`config.mk`:
```
export PLATFORM = sky130hd
export DESIGN_NAME = imem_loader
export DESIGN_NICKNAME = d
export VERILOG_FILES = /design/src/rtl/imem_loader_pkg.sv /design/src/rtl/imem_loader_pad_sync.sv /design/src/rtl/imem_loader.sv
export SDC_FILE = /design/constraint.sdc
export NUM_CORES = 1
export LEC_CHECK = 0
export BUFFER_PORTS_ARGS = -buffer_cell sky130_fd_sc_hd__buf_2
export CAP_MARGIN = 20
export CORE_UTILIZATION = 40
export DETAILED_ROUTE_END_ITERATION = 8
export GPL_TIMING_DRIVEN = 0
export PLACE_DENSITY_LB_ADDON = 0.12
export RECOVER_POWER = 100
export SETUP_SLACK_MARGIN = 0.3
export SYNTH_ARGS = -nofsm -noshare
export SYNTH_HDL_FRONTEND = slang
export SYNTH_HIERARCHICAL = 1
export SYNTH_SLANG_ARGS = --single-unit
```
`constraint.sdc`:
```
create_clock -name clk_int -period 4.9 [get_ports clk_int]
set_clock_uncertainty 0.1 [all_clocks]
set_input_delay 0.735 -clock clk_int [delete_from_list [all_inputs] [get_ports clk_int]]
set_output_delay 0.735 -clock clk_int [all_outputs]
set_load 0.01 [all_outputs]
```
`src/rtl/imem_loader_pkg.sv`:
```
`default_nettype none
// ============================================================================
// Module      : imem_loader_pkg
// Description : Shared types and helpers for the imem loader. Holds the
//               loader state encoding, the beats-per-frame calculation and
//               the bit positions of the sticky error flags.
// Ports       : none (package)
// Revision    : 1.0 - initial release
// ============================================================================
package imem_loader_pkg;

  typedef enum logic [1:0] {
    IDLE    = 2'd0,
    COLLECT = 2'd1,
    COMMIT  = 2'd2
  } state_t;

  localparam int ERR_CSUM    = 0;
  localparam int ERR_TIMEOUT = 1;
  localparam int ERR_ABORT   = 2;

  // Number of pad beats needed to carry one {address, data} word.
  function automatic int beats_per_frame(input int addr_w, input int data_w, input int in_w);
    return (addr_w + data_w + in_w - 1) / in_w;
  endfunction

endpackage
`default_nettype wire

```
`src/rtl/imem_loader_pad_sync.sv`:
```
`default_nettype none
// ============================================================================
// Module      : pad_sync
// Description : STAGES-deep, WIDTH-bit flop synchroniser for pad inputs that
//               are asynchronous to clk.
// Ports       : clk   - destination clock
//               reset - asynchronous active-high reset
//               din   - asynchronous input bus
//               dout  - synchronised output bus
// Revision    : 1.0 - initial release
// ============================================================================
module pad_sync #(
  parameter int STAGES = 2,
  parameter int WIDTH  = 1
) (
  input  logic             clk,
  input  logic             reset,
  input  logic [WIDTH-1:0] din,
  output logic [WIDTH-1:0] dout
);

  logic [WIDTH-1:0] r_pipe [STAGES];

  always_ff @(posedge clk or posedge reset) begin
    if (reset) begin
      for (int i = 0; i < STAGES; i++) r_pipe[i] <= '0;
    end else begin
      r_pipe[0] <= din;
      for (int i = 1; i < STAGES; i++) r_pipe[i] <= r_pipe[i-1];
    end
  end

  assign dout = r_pipe[STAGES-1];

endmodule
`default_nettype wire

```
`src/rtl/imem_loader.sv`:
```
`default_nettype none
// ============================================================================
// Module      : imem_loader
// Description : Collects MSB-first beats from the MEMLOAD pad bank into
//               {address, data} frames and issues one-cycle imem writes.
//               Counts committed frames, flags timeout / abort errors and,
//               when IMEM_LOADER_CHECKSUM_EN is defined, checks a trailing
//               per-frame checksum beat (sum of all beats == 0).
// Ports       : clk_int        - core clock
//               reset          - asynchronous active-high reset
//               mode_memload   - async, high while in MEMLOAD mode
//               load_clk       - async beat strobe (rising edge = beat)
//               load_data      - async beat value
//               imem_write_adr - address of last committed frame
//               imem_in        - data of last committed frame
//               imem_write_en  - one-cycle write strobe
//               busy           - frame partially received
//               err            - sticky flags [0] csum [1] timeout [2] abort
//               word_count     - committed frames, saturating
// Revision    : 1.0 - initial release
// ============================================================================
module imem_loader
  import imem_loader_pkg::*;
#(
  parameter int IN_WIDTH       = 8,
  parameter int ADDR_WIDTH     = 10,
  parameter int DATA_WIDTH     = 40,
  parameter int SYNC_STAGES    = 2,
  parameter int TIMEOUT_CYCLES = 1024
) (
  input  logic                  clk_int,
  input  logic                  reset,
  input  logic                  mode_memload,
  input  logic                  load_clk,
  input  logic [IN_WIDTH-1:0]   load_data,
  output logic [ADDR_WIDTH-1:0] imem_write_adr,
  output logic [DATA_WIDTH-1:0] imem_in,
  output logic                  imem_write_en,
  output logic                  busy,
  output logic [2:0]            err,
  output logic [ADDR_WIDTH:0]   word_count
);

  localparam int BEATS = beats_per_frame(ADDR_WIDTH, DATA_WIDTH, IN_WIDTH);
`ifdef IMEM_LOADER_CHECKSUM_EN
  localparam int FRAME_BEATS = BEATS + 1;
`else
  localparam int FRAME_BEATS = BEATS;
`endif
  // Only the meaningful address+data bits are kept; surplus top bits of the
  // frame simply fall off the end of the shift register.
  localparam int FRAME_W = ADDR_WIDTH + DATA_WIDTH;
  localparam int CNT_W   = $clog2(FRAME_BEATS + 1);
  localparam int TMR_W   = $clog2(TIMEOUT_CYCLES + 1);

  // Synchronised pad inputs
  logic [IN_WIDTH+1:0] w_sync;
  logic                w_mode;
  logic                w_lclk;
  logic [IN_WIDTH-1:0] w_beat_data;

  pad_sync #(
    .STAGES (SYNC_STAGES),
    .WIDTH  (IN_WIDTH + 2)
  ) u_pad_sync (
    .clk   (clk_int),
    .reset (reset),
    .din   ({mode_memload, load_clk, load_data}),
    .dout  (w_sync)
  );

  assign w_mode      = w_sync[IN_WIDTH+1];
  assign w_lclk      = w_sync[IN_WIDTH];
  assign w_beat_data = w_sync[IN_WIDTH-1:0];

  // State and datapath registers
  state_t                r_state;
  logic                  r_mode_q;
  logic                  r_lclk_q;
  logic [CNT_W-1:0]      r_beat_cnt;
  logic [TMR_W-1:0]      r_timer;
  logic [FRAME_W-1:0]    r_shift;
  logic [ADDR_WIDTH-1:0] r_adr;
  logic [DATA_WIDTH-1:0] r_data;
  logic                  r_we;
  logic [2:0]            r_err;
  logic [ADDR_WIDTH:0]   r_wc;

  state_t                w_state_nxt;
  logic [CNT_W-1:0]      w_cnt_nxt;
  logic [TMR_W-1:0]      w_tmr_nxt;
  logic [FRAME_W-1:0]    w_shift_nxt;
  logic [ADDR_WIDTH-1:0] w_adr_nxt;
  logic [DATA_WIDTH-1:0] w_data_nxt;
  logic                  w_we_nxt;
  logic [2:0]            w_err_nxt;
  logic [ADDR_WIDTH:0]   w_wc_nxt;

  logic                  w_beat;
  logic                  w_mode_rise;
  logic                  w_mode_fall;
  logic                  w_last_beat;
  logic [FRAME_W-1:0]    w_frame_shift;
  logic [FRAME_W-1:0]    w_commit_frame;
  logic                  w_csum_ok;

  assign w_beat        = w_lclk & ~r_lclk_q;
  assign w_mode_rise   = w_mode & ~r_mode_q;
  assign w_mode_fall   = ~w_mode & r_mode_q;
  assign w_last_beat   = (r_beat_cnt == CNT_W'(FRAME_BEATS - 1));
  assign w_frame_shift = (r_shift << IN_WIDTH) | FRAME_W'(w_beat_data);

`ifdef IMEM_LOADER_CHECKSUM_EN
  logic [IN_WIDTH-1:0] r_sum;
  logic [IN_WIDTH-1:0] w_sum_nxt;
  logic [IN_WIDTH-1:0] w_sum_add;

  assign w_sum_add      = r_sum + w_beat_data;
  // The final beat is the checksum itself; the frame is already complete.
  assign w_commit_frame = r_shift;
  assign w_csum_ok      = (w_sum_add == '0);
`else
  assign w_commit_frame = w_frame_shift;
  assign w_csum_ok      = 1'b1;
`endif

  always_comb begin
    w_state_nxt = r_state;
    w_cnt_nxt   = r_beat_cnt;
    w_tmr_nxt   = r_timer;
    w_shift_nxt = r_shift;
    w_adr_nxt   = r_adr;
    w_data_nxt  = r_data;
    w_we_nxt    = 1'b0;
    w_err_nxt   = r_err;
    w_wc_nxt    = r_wc;
`ifdef IMEM_LOADER_CHECKSUM_EN
    w_sum_nxt   = r_sum;
`endif
    case (r_state)
      IDLE: begin
        w_cnt_nxt = '0;
        w_tmr_nxt = '0;
        if (w_mode_rise) begin
          w_err_nxt   = '0;
          w_state_nxt = COLLECT;
        end
      end
      COLLECT, COMMIT: begin
        // Mode exit takes priority over a coincident beat.
        if (w_mode_fall) begin
          w_state_nxt = IDLE;
          w_cnt_nxt   = '0;
          w_tmr_nxt   = '0;
          if (r_beat_cnt != '0) w_err_nxt[ERR_ABORT] = 1'b1;
        end else if (w_beat) begin
          // In COMMIT beat_cnt is already 0, so the beat starts a new frame.
          w_tmr_nxt = '0;
          if (w_last_beat) begin
            w_state_nxt = COMMIT;
            w_cnt_nxt   = '0;
            if (w_csum_ok) begin
              // Registered here so address, data and strobe appear together
              // during the COMMIT cycle.
              w_adr_nxt  = w_commit_frame[DATA_WIDTH +: ADDR_WIDTH];
              w_data_nxt = w_commit_frame[DATA_WIDTH-1:0];
              w_we_nxt   = 1'b1;
              if (r_wc != '1) w_wc_nxt = r_wc + (ADDR_WIDTH+1)'(1);
            end else begin
              w_err_nxt[ERR_CSUM] = 1'b1;
            end
          end else begin
            w_state_nxt = COLLECT;
            w_cnt_nxt   = r_beat_cnt + CNT_W'(1);
            w_shift_nxt = w_frame_shift;
`ifdef IMEM_LOADER_CHECKSUM_EN
            w_sum_nxt   = (r_beat_cnt == '0) ? w_beat_data : w_sum_add;
`endif
          end
        end else begin
          w_state_nxt = COLLECT;
          if (r_state == COLLECT && r_beat_cnt != '0) begin
            if (r_timer == TMR_W'(TIMEOUT_CYCLES - 1)) begin
              w_err_nxt[ERR_TIMEOUT] = 1'b1;
              w_cnt_nxt              = '0;
              w_tmr_nxt              = '0;
            end else begin
              w_tmr_nxt = r_timer + TMR_W'(1);
            end
          end
        end
      end
      default: w_state_nxt = IDLE;
    endcase
  end

  always_ff @(posedge clk_int or posedge reset) begin
    if (reset) begin
      r_state    <= IDLE;
      r_mode_q   <= 1'b0;
      r_lclk_q   <= 1'b0;
      r_beat_cnt <= '0;
      r_timer    <= '0;
      r_shift    <= '0;
      r_adr      <= '0;
      r_data     <= '0;
      r_we       <= 1'b0;
      r_err      <= '0;
      r_wc       <= '0;
`ifdef IMEM_LOADER_CHECKSUM_EN
      r_sum      <= '0;
`endif
    end else begin
      r_state    <= w_state_nxt;
      r_mode_q   <= w_mode;
      r_lclk_q   <= w_lclk;
      r_beat_cnt <= w_cnt_nxt;
      r_timer    <= w_tmr_nxt;
      r_shift    <= w_shift_nxt;
      r_adr      <= w_adr_nxt;
      r_data     <= w_data_nxt;
      r_we       <= w_we_nxt;
      r_err      <= w_err_nxt;
      r_wc       <= w_wc_nxt;
`ifdef IMEM_LOADER_CHECKSUM_EN
      r_sum      <= w_sum_nxt;
`endif
    end
  end

  assign imem_write_adr = r_adr;
  assign imem_in        = r_data;
  assign imem_write_en  = r_we;
  assign err            = r_err;
  assign word_count     = r_wc;
  assign busy           = (r_state == COLLECT) && (r_beat_cnt != '0);

endmodule
`default_nettype wire
```
==> results of run 1 <==
kinds of logic (layout without fill, tap and decap cells):
kind of cell	count (synthesis)	count (layout)
AND/OR/NAND/NOR	212	212
buffers and inverters	43	152
multiplexers	44	44
adder cells (fa/ha/maj)	5	5
other	1	1
flip-flops	144	144
AO/OA/AOI/OAI	41	41
XOR/XNOR	9	9
routing by layer:
metal  global-route usage, %  share of wire [%]  vias to the layer above
met5                       0                  0                        -
met4                    6.33                1.5                        0
met3                    6.44                5.8                       13
met2                    23.8                 44                       78
met1                    23.2                 49                     1842
li1                        -                  -                     1852
through the flow:
step / std cells / setup TNS (ns) / hold slack, ns
finish: 788 / 0 / 0.246
global route: 788 / 0 / 0.254
CTS: 788 / 0 / 0.248
detailed placement: 756 / 0 / 0.235
global placement: 755 / -88.04 / 0.233
floorplan: 499 / 0 / 0.231
critical path, stage by stage, from the launching register on:
cell        delay, ns
dfrtp_1          0.40
inv_1            0.06
ha_1             0.37
inv_1            0.11
or4_1            0.52
clkbuf_1         0.24
clkinvlp_2       0.30
clkbuf_1         0.38
nand4_1          0.18
xnor2_1          0.16
final timing paths:
path | end | slack [ns] | cells past startpoint
worst max-delay path | word_count[6] | 1.97 | 9
worst min-delay path | u_pad_sync/dout[9] | 0.25 | 0
worst max register to register | word_count[6] | 1.97 | 9
worst min register to register | u_pad_sync/dout[9] | 0.25 | 0
max in group asynchronous | r_timer[6] | 2.73 | 3
min in group asynchronous | u_pad_sync/r_pipe[14] | 0.34 | 2
area by class of cell:
type	instances	area [µm²]	area share, %
sequential	144	3600	53.0
buffer	30	150	2.21
clock buffer	20	457	6.72
tap	180	225	3.31
inverter	13	51.3	0.755
timing repair buffer	77	325	4.79
clock inverter	12	155	2.28
multi-input combinational	312	1830	26.9
where the power goes:
group	switching (mW)	internal [mW]	total, mW
logic	0.172	0.200	0.372
registers	0.137	1.38	1.51
clock network	0.498	0.830	1.33
total	0.807	2.41	3.21
flip-flops by register name, indices dropped and copies added (netlist names):
signal and cells:
r_shift 42, imem_in 40, r_timer 11, word_count 11
imem_write_adr 10, u_pad_sync/dout 10, u_pad_sync/r_pipe 10, r_beat_cnt 3
err 2, r_state 2, imem_write_en 1, r_lclk_q 1
r_mode_q 1
cell usage in the layout, fill, tap and decap left out, drive strengths merged, types with 3 or more instances in the layout:
cell type,n
nand2,162
dfrtp,144
clkbuf,103
mux2,43
buf,24
inv,14
a21oi,9
nand4,8
o21ai,8
xnor2,8
and3,7
o31ai,6
nand3,6
a22oi,6
or3,5
ha,5
nand2b,4
or4,4
and2,4
clkinv,4
clkinvlp,4
nor3,3
bufinv,3
==> metrics.yaml, run 1 <==
synth_mux_area_share_pct: 8.71
clockBufferDepth: 2
synth_edf_count: 0
core_mm2: 0.0139
dr.first_iter.drc_count: 187
crit_fanout: 10
end_kind: "flip-flop"
cts_tree: "yes"
grt_pass1_wl_um: 18700
dp_hpwl_um: 7560
ys_top_cells_by_area: "dfrtp_1, nand2_1, mux2_2"
antenna_cells: 0
synth_top_family_by_area: "simple AND/OR/NAND/NOR gates"
startpoint: "r_state[0]"
fin_crit_sh_pct: 59.9
synth_area_per_cell_um2: 11.4
fin_total_pwr_mw: 3.21
numCtsBuffers: 17
htree_num_levels: 4
crit_type: "reg2reg"
dp_slack_ns: 2.52
dr.pass1.iters: 4
yosys.area.top_type: "dfrtp_1"
drive_gt1_share_pct: 16.1
outcome: "complete, but fails checks"
antenna_found_initial: 0
power.density_mw_per_mm2: 473
clock_sinks: 144
final_cell_area_mm2: 0.00680
r2r-start: "r_state[0]"
area_delta_synth_final_pct: 19.7
p_leak_nw: 3.30
arrival_ns: 3.14
synth-compound-area-share_pct: 4.89
vdd_drop_max_mv: 0.258
dieArea_mm2: 0.0147
first_global_vias: 3757
start_util_pct: 40.9
yosys_most_used_dff: "dfrtp_1"
yosysMostFrequentCell: "nand2_1"
required_ns: 5.10
synth-seq-cells: 144
yosys-top-cells-count: "nand2_1, dfrtp_1, mux2_2, buf_4, inv_1"
clk_latency_ns: 0.42
cts_resized: 0
cp-start-kind: "flip-flop"
synth.net_count: 516
hold_class: "reg2reg"
finalSetupViolCount: 0
yosys_warnings: 6
violations: "max-capacitance violations, max-slew violations"
vias: 3785
max-slew-margin-rel_pct: -57.5
port_buffers: 76
routed_wl_um: 11100
via_per_inst: 4.80
final_antenna_net_count: 0
nets: 612
drc: 0
post-cts-setup-buffers: 0
grt_max_degree: 76
yosys.area_share.simple_pct: 16.3
final_util_pct: 49.0
row_count: 43
min_from: "u_pad_sync/r_pipe[19]"
fmax_mhz: 341
n_fill_cell: 1312
die_h_um: 121
synthXorXnorAreaFrac_pct: 1.39
placed_area_mm2: 0.00631
period_needed_ns: 2.93
worst_pin_slew_ns: 2.35
worst_slack_ns: 1.97
cap_violations: 1
ys_types: 45
syn_area_mm2: 0.00568
synth.top_cell.area_share_pct: 63.5
path_clk_slew_ns: 0.06
post_drt_wl_per_cell_um: 14.0
fp.dieW_um: 121
hold_viol_final: 0
routabilityCongestion: 0.776
ioPinCount: 78
postSynthCellCount: 499
yosysSeqAreaShare_pct: 63.5
rsz0062_at_grt: "no"
cts_hold_buf: 0
slew_violations: 50
synthAdderAreaFrac_pct: 1.10
grt_remaining_overflow: 0
cts-root-buf: "clkbuf_16"
async_flop_share_pct: 100
gr-usage-all-layers_pct: 16.8
Power figures use the tool's default switching activity.
==> run 2, diff against run 1 <==
--- a/config.mk
+++ b/config.mk
@@ -5,6 +5,7 @@
 export SDC_FILE = /design/constraint.sdc
 export NUM_CORES = 1
 export LEC_CHECK = 0
+export ABC_AREA = 1
 export BUFFER_PORTS_ARGS = -buffer_cell sky130_fd_sc_hd__buf_2
 export CAP_MARGIN = 20
 export CORE_UTILIZATION = 40
==> constraint.sdc (replaced) <==
create_clock -name clk_int -period 3.02 [get_ports clk_int]
set_clock_uncertainty 0.1 [all_clocks]
set_input_delay 0.453 -clock clk_int [delete_from_list [all_inputs] [get_ports clk_int]]
set_output_delay 0.453 -clock clk_int [all_outputs]
set_load 0.01 [all_outputs]
==> run 2 against run 1 <==
Compared with the run above:
- the run now ends clean
- combinational power rose by 110%
- power rose by 69%
- clock power rose by 68%
- critical path type unchanged
- critical endpoint is now imem_in[39]
- largest cell class unchanged
==> metrics.yaml, run 2 <==
yosys_warnings: 6  # unchanged
antenna_found_initial: 0  # unchanged
post_drt_wl_per_cell_um: 13.4  # -4.2%
vias: 4097  # +8.2%
synth.top_cell.area_share_pct: 62.6  # -0.86 points
path_clk_slew_ns: 0.06  # about the same
slew_violations: 0  # -100%
end_kind: "flip-flop"
drc: 0  # unchanged
clockBufferDepth: 2  # unchanged
port_buffers: 76  # unchanged
synth-seq-cells: 144  # unchanged
ys_types: 36  # -20%
cp-start-kind: "flip-flop"
start_util_pct: 41.3  # +0.40 points
postSynthCellCount: 593  # +19%
arrival_ns: 2.56  # -0.58 ns
final_common_cell: "nand2_1"
rsz0062_at_grt: "no"
synth_mux_area_share_pct: 0  # -8.7 points
ys_top_cells_by_area: "dfrtp_1, nand2_1, o21ai_0"
startpoint: "r_state[0]"
grt_remaining_overflow: 0  # unchanged
max-slew-margin-rel_pct: 30.5  # +88 points
htree_num_levels: 4  # unchanged
hold_viol_final: 0  # unchanged
cts_resized: 0  # unchanged
numCtsBuffers: 17  # unchanged
crit_type: "reg2reg"
area_delta_synth_final_pct: 19.7  # about the same
final_antenna_net_count: 0  # unchanged
yosysSeqAreaShare_pct: 62.6  # -0.86 points
clk_latency_ns: 0.42  # about the same
largest_reg_flops: 42  # unchanged
routed_wl_um: 11900  # +7.6%
synth_edf_count: 0  # unchanged
dr.first_iter.drc_count: 182  # -2.7%
row_count: 43  # unchanged
top_register: "r_shift"
synthXorXnorAreaFrac_pct: 1.65  # +0.26 points
dr.pass1.iters: 4  # unchanged
drive_gt1_share_pct: 9.93  # -6.2 points
min_from: "load_clk"
yosys.area_share.simple_pct: 15.4  # -0.89 points
fin_crit_sh_pct: 79.0  # +19 points
yosys_most_used_dff: "dfrtp_1"
ioPinCount: 78  # unchanged
finalSetupViolCount: 0  # unchanged
instances_no_fill: 885  # +12%
r2r-start: "r_state[0]"
die_h_um: 122  # +0.67%
p_leak_nw: 3.32  # +0.63%
dp_hpwl_um: 8570  # +13%
cts_tree: "yes"
grt_pass1_wl_um: 20100  # +7.8%
syn_area_mm2: 0.00575  # +1.4%
fp.dieW_um: 122  # +0.67%
outcome: "complete, no violations"
synth-compound-area-share_pct: 10.1  # +5.2 points
period_needed_ns: 2.39  # -0.549 ns
synth.net_count: 610  # +18%
async_flop_share_pct: 100  # unchanged
antenna_cells: 0  # unchanged
fmax_mhz: 419  # +23%
synth_top_family_by_area: "simple AND/OR/NAND/NOR gates"
power.density_mw_per_mm2: 787  # +66%
worst_pin_slew_ns: 1.04  # -1.31 ns
hold_class: "in2reg"
crit_fanout: 10  # unchanged
dieArea_mm2: 0.0149  # +1.3%
gr-usage-all-layers_pct: 17.9  # +1.1 points
dp_cells: 852  # +13%
yosys-top-cells-count: "nand2_1, dfrtp_1, o21ai_0, inv_1, nor2_1"
synthAdderAreaFrac_pct: 1.09  # -0.015 points
cts-root-buf: "clkbuf_16"
cap_violations: 0  # -1
via_per_inst: 4.63  # -3.6%
routabilityCongestion: 0.841  # +8.3%
n_fill_cell: 1344  # +2.4%
grt_max_degree: 42  # -45%
required_ns: 3.20  # -1.90 ns
tns_ns: 0  # unchanged
clock_sinks: 144  # unchanged
first_global_vias: 4143  # +10%
yosys.area.top_type: "dfrtp_1"
synth_area_per_cell_um2: 9.70  # -15%
nets: 709  # +16%
core_mm2: 0.0139  # +0.39%
final_cell_mix: "nand2_1, dfrtp_1, o21ai_0, clkbuf_1, inv_1"
yosysMostFrequentCell: "nand2_1"
vdd_drop_max_mv: 0.495  # +92%
[run 2: layer usage]
layer,GRT usage [%],part of all wire [%]
met5,0,0
met4,6.25,0.89
met3,5.20,4.4
met2,27.3,47
met1,24.2,48
[run 2: per-stage QoR]
| stage | area, µm² | setup slack, ns | power (mW) | hold WS, ns | util (%) |
|---|---|---|---|---|---|
| after floorplan | 5760 | 0.942 | 3.00 | 0.231 | - |
| after global placement | 6360 | 0.0990 | 3.24 | 0.232 | 45.7 |
| after detailed placement | 6420 | 0.996 | 3.27 | 0.235 | 46.1 |
| after CTS | 7070 | 0.981 | 5.53 | 0.0165 | 50.7 |
| after global routing | 6890 | 0.439 | 5.73 | 0.0121 | 49.4 |
| final | 6890 | 0.634 | 5.42 | 0.0371 | 49.4 |
[run 2: worst paths after layout]
check | slack, ns | depth (start not counted) | endpoint
max | 0.63 | 8 | imem_in[39]
min | 0.04 | 1 | u_pad_sync/r_pipe[18]
max reg2reg | 0.63 | 8 | imem_in[39]
min reg2reg | 0.25 | 0 | u_pad_sync/dout[6]
max in group asynchronous | 0.82 | 5 | r_shift[25]
min in group asynchronous | 0.54 | 3 | r_timer[7]
[run 2: cell type report]
cell class | count | area [µm²] | area share, %
inverter | 82 | 310 | 4.51
clock buffer | 17 | 425 | 6.18
clock inverter | 15 | 209 | 3.03
tap | 180 | 225 | 3.27
multi-input combinational | 336 | 1600 | 23.2
buffer | 31 | 178 | 2.58
sequential | 144 | 3600 | 52.3
timing repair buffer | 80 | 339 | 4.92
[run 2: timing repair]
item,CTS,global route
hold buffers,1,0
hold endpoints to repair,12,0
buffers inserted,0,0
[run 2: worst max-delay path: stages, from the launching register on]
cell and delay (ns):
dfrtp_1 0.37, inv_1 0.07, ha_1 0.38, inv_1 0.12
nor2_4 0.05, nand3_4 0.08, clkbuf_1 0.49, clkbuf_1 0.44
o21ai_0 0.14
[run 2: power breakdown]
group	switching (mW)	total, mW	internal (mW)
combinational	0.524	0.778	0.254
clock	0.836	2.23	1.39
sequential	0.174	2.41	2.24
[run 2: cell families after synthesis]
group	Yosys count
AOI/OAI and AO/OA	112
xor gates and xnor gates	10
adders and majority gates	5
buffers and inverters	113
DFF	144
other	1
and+or+nand+nor	208
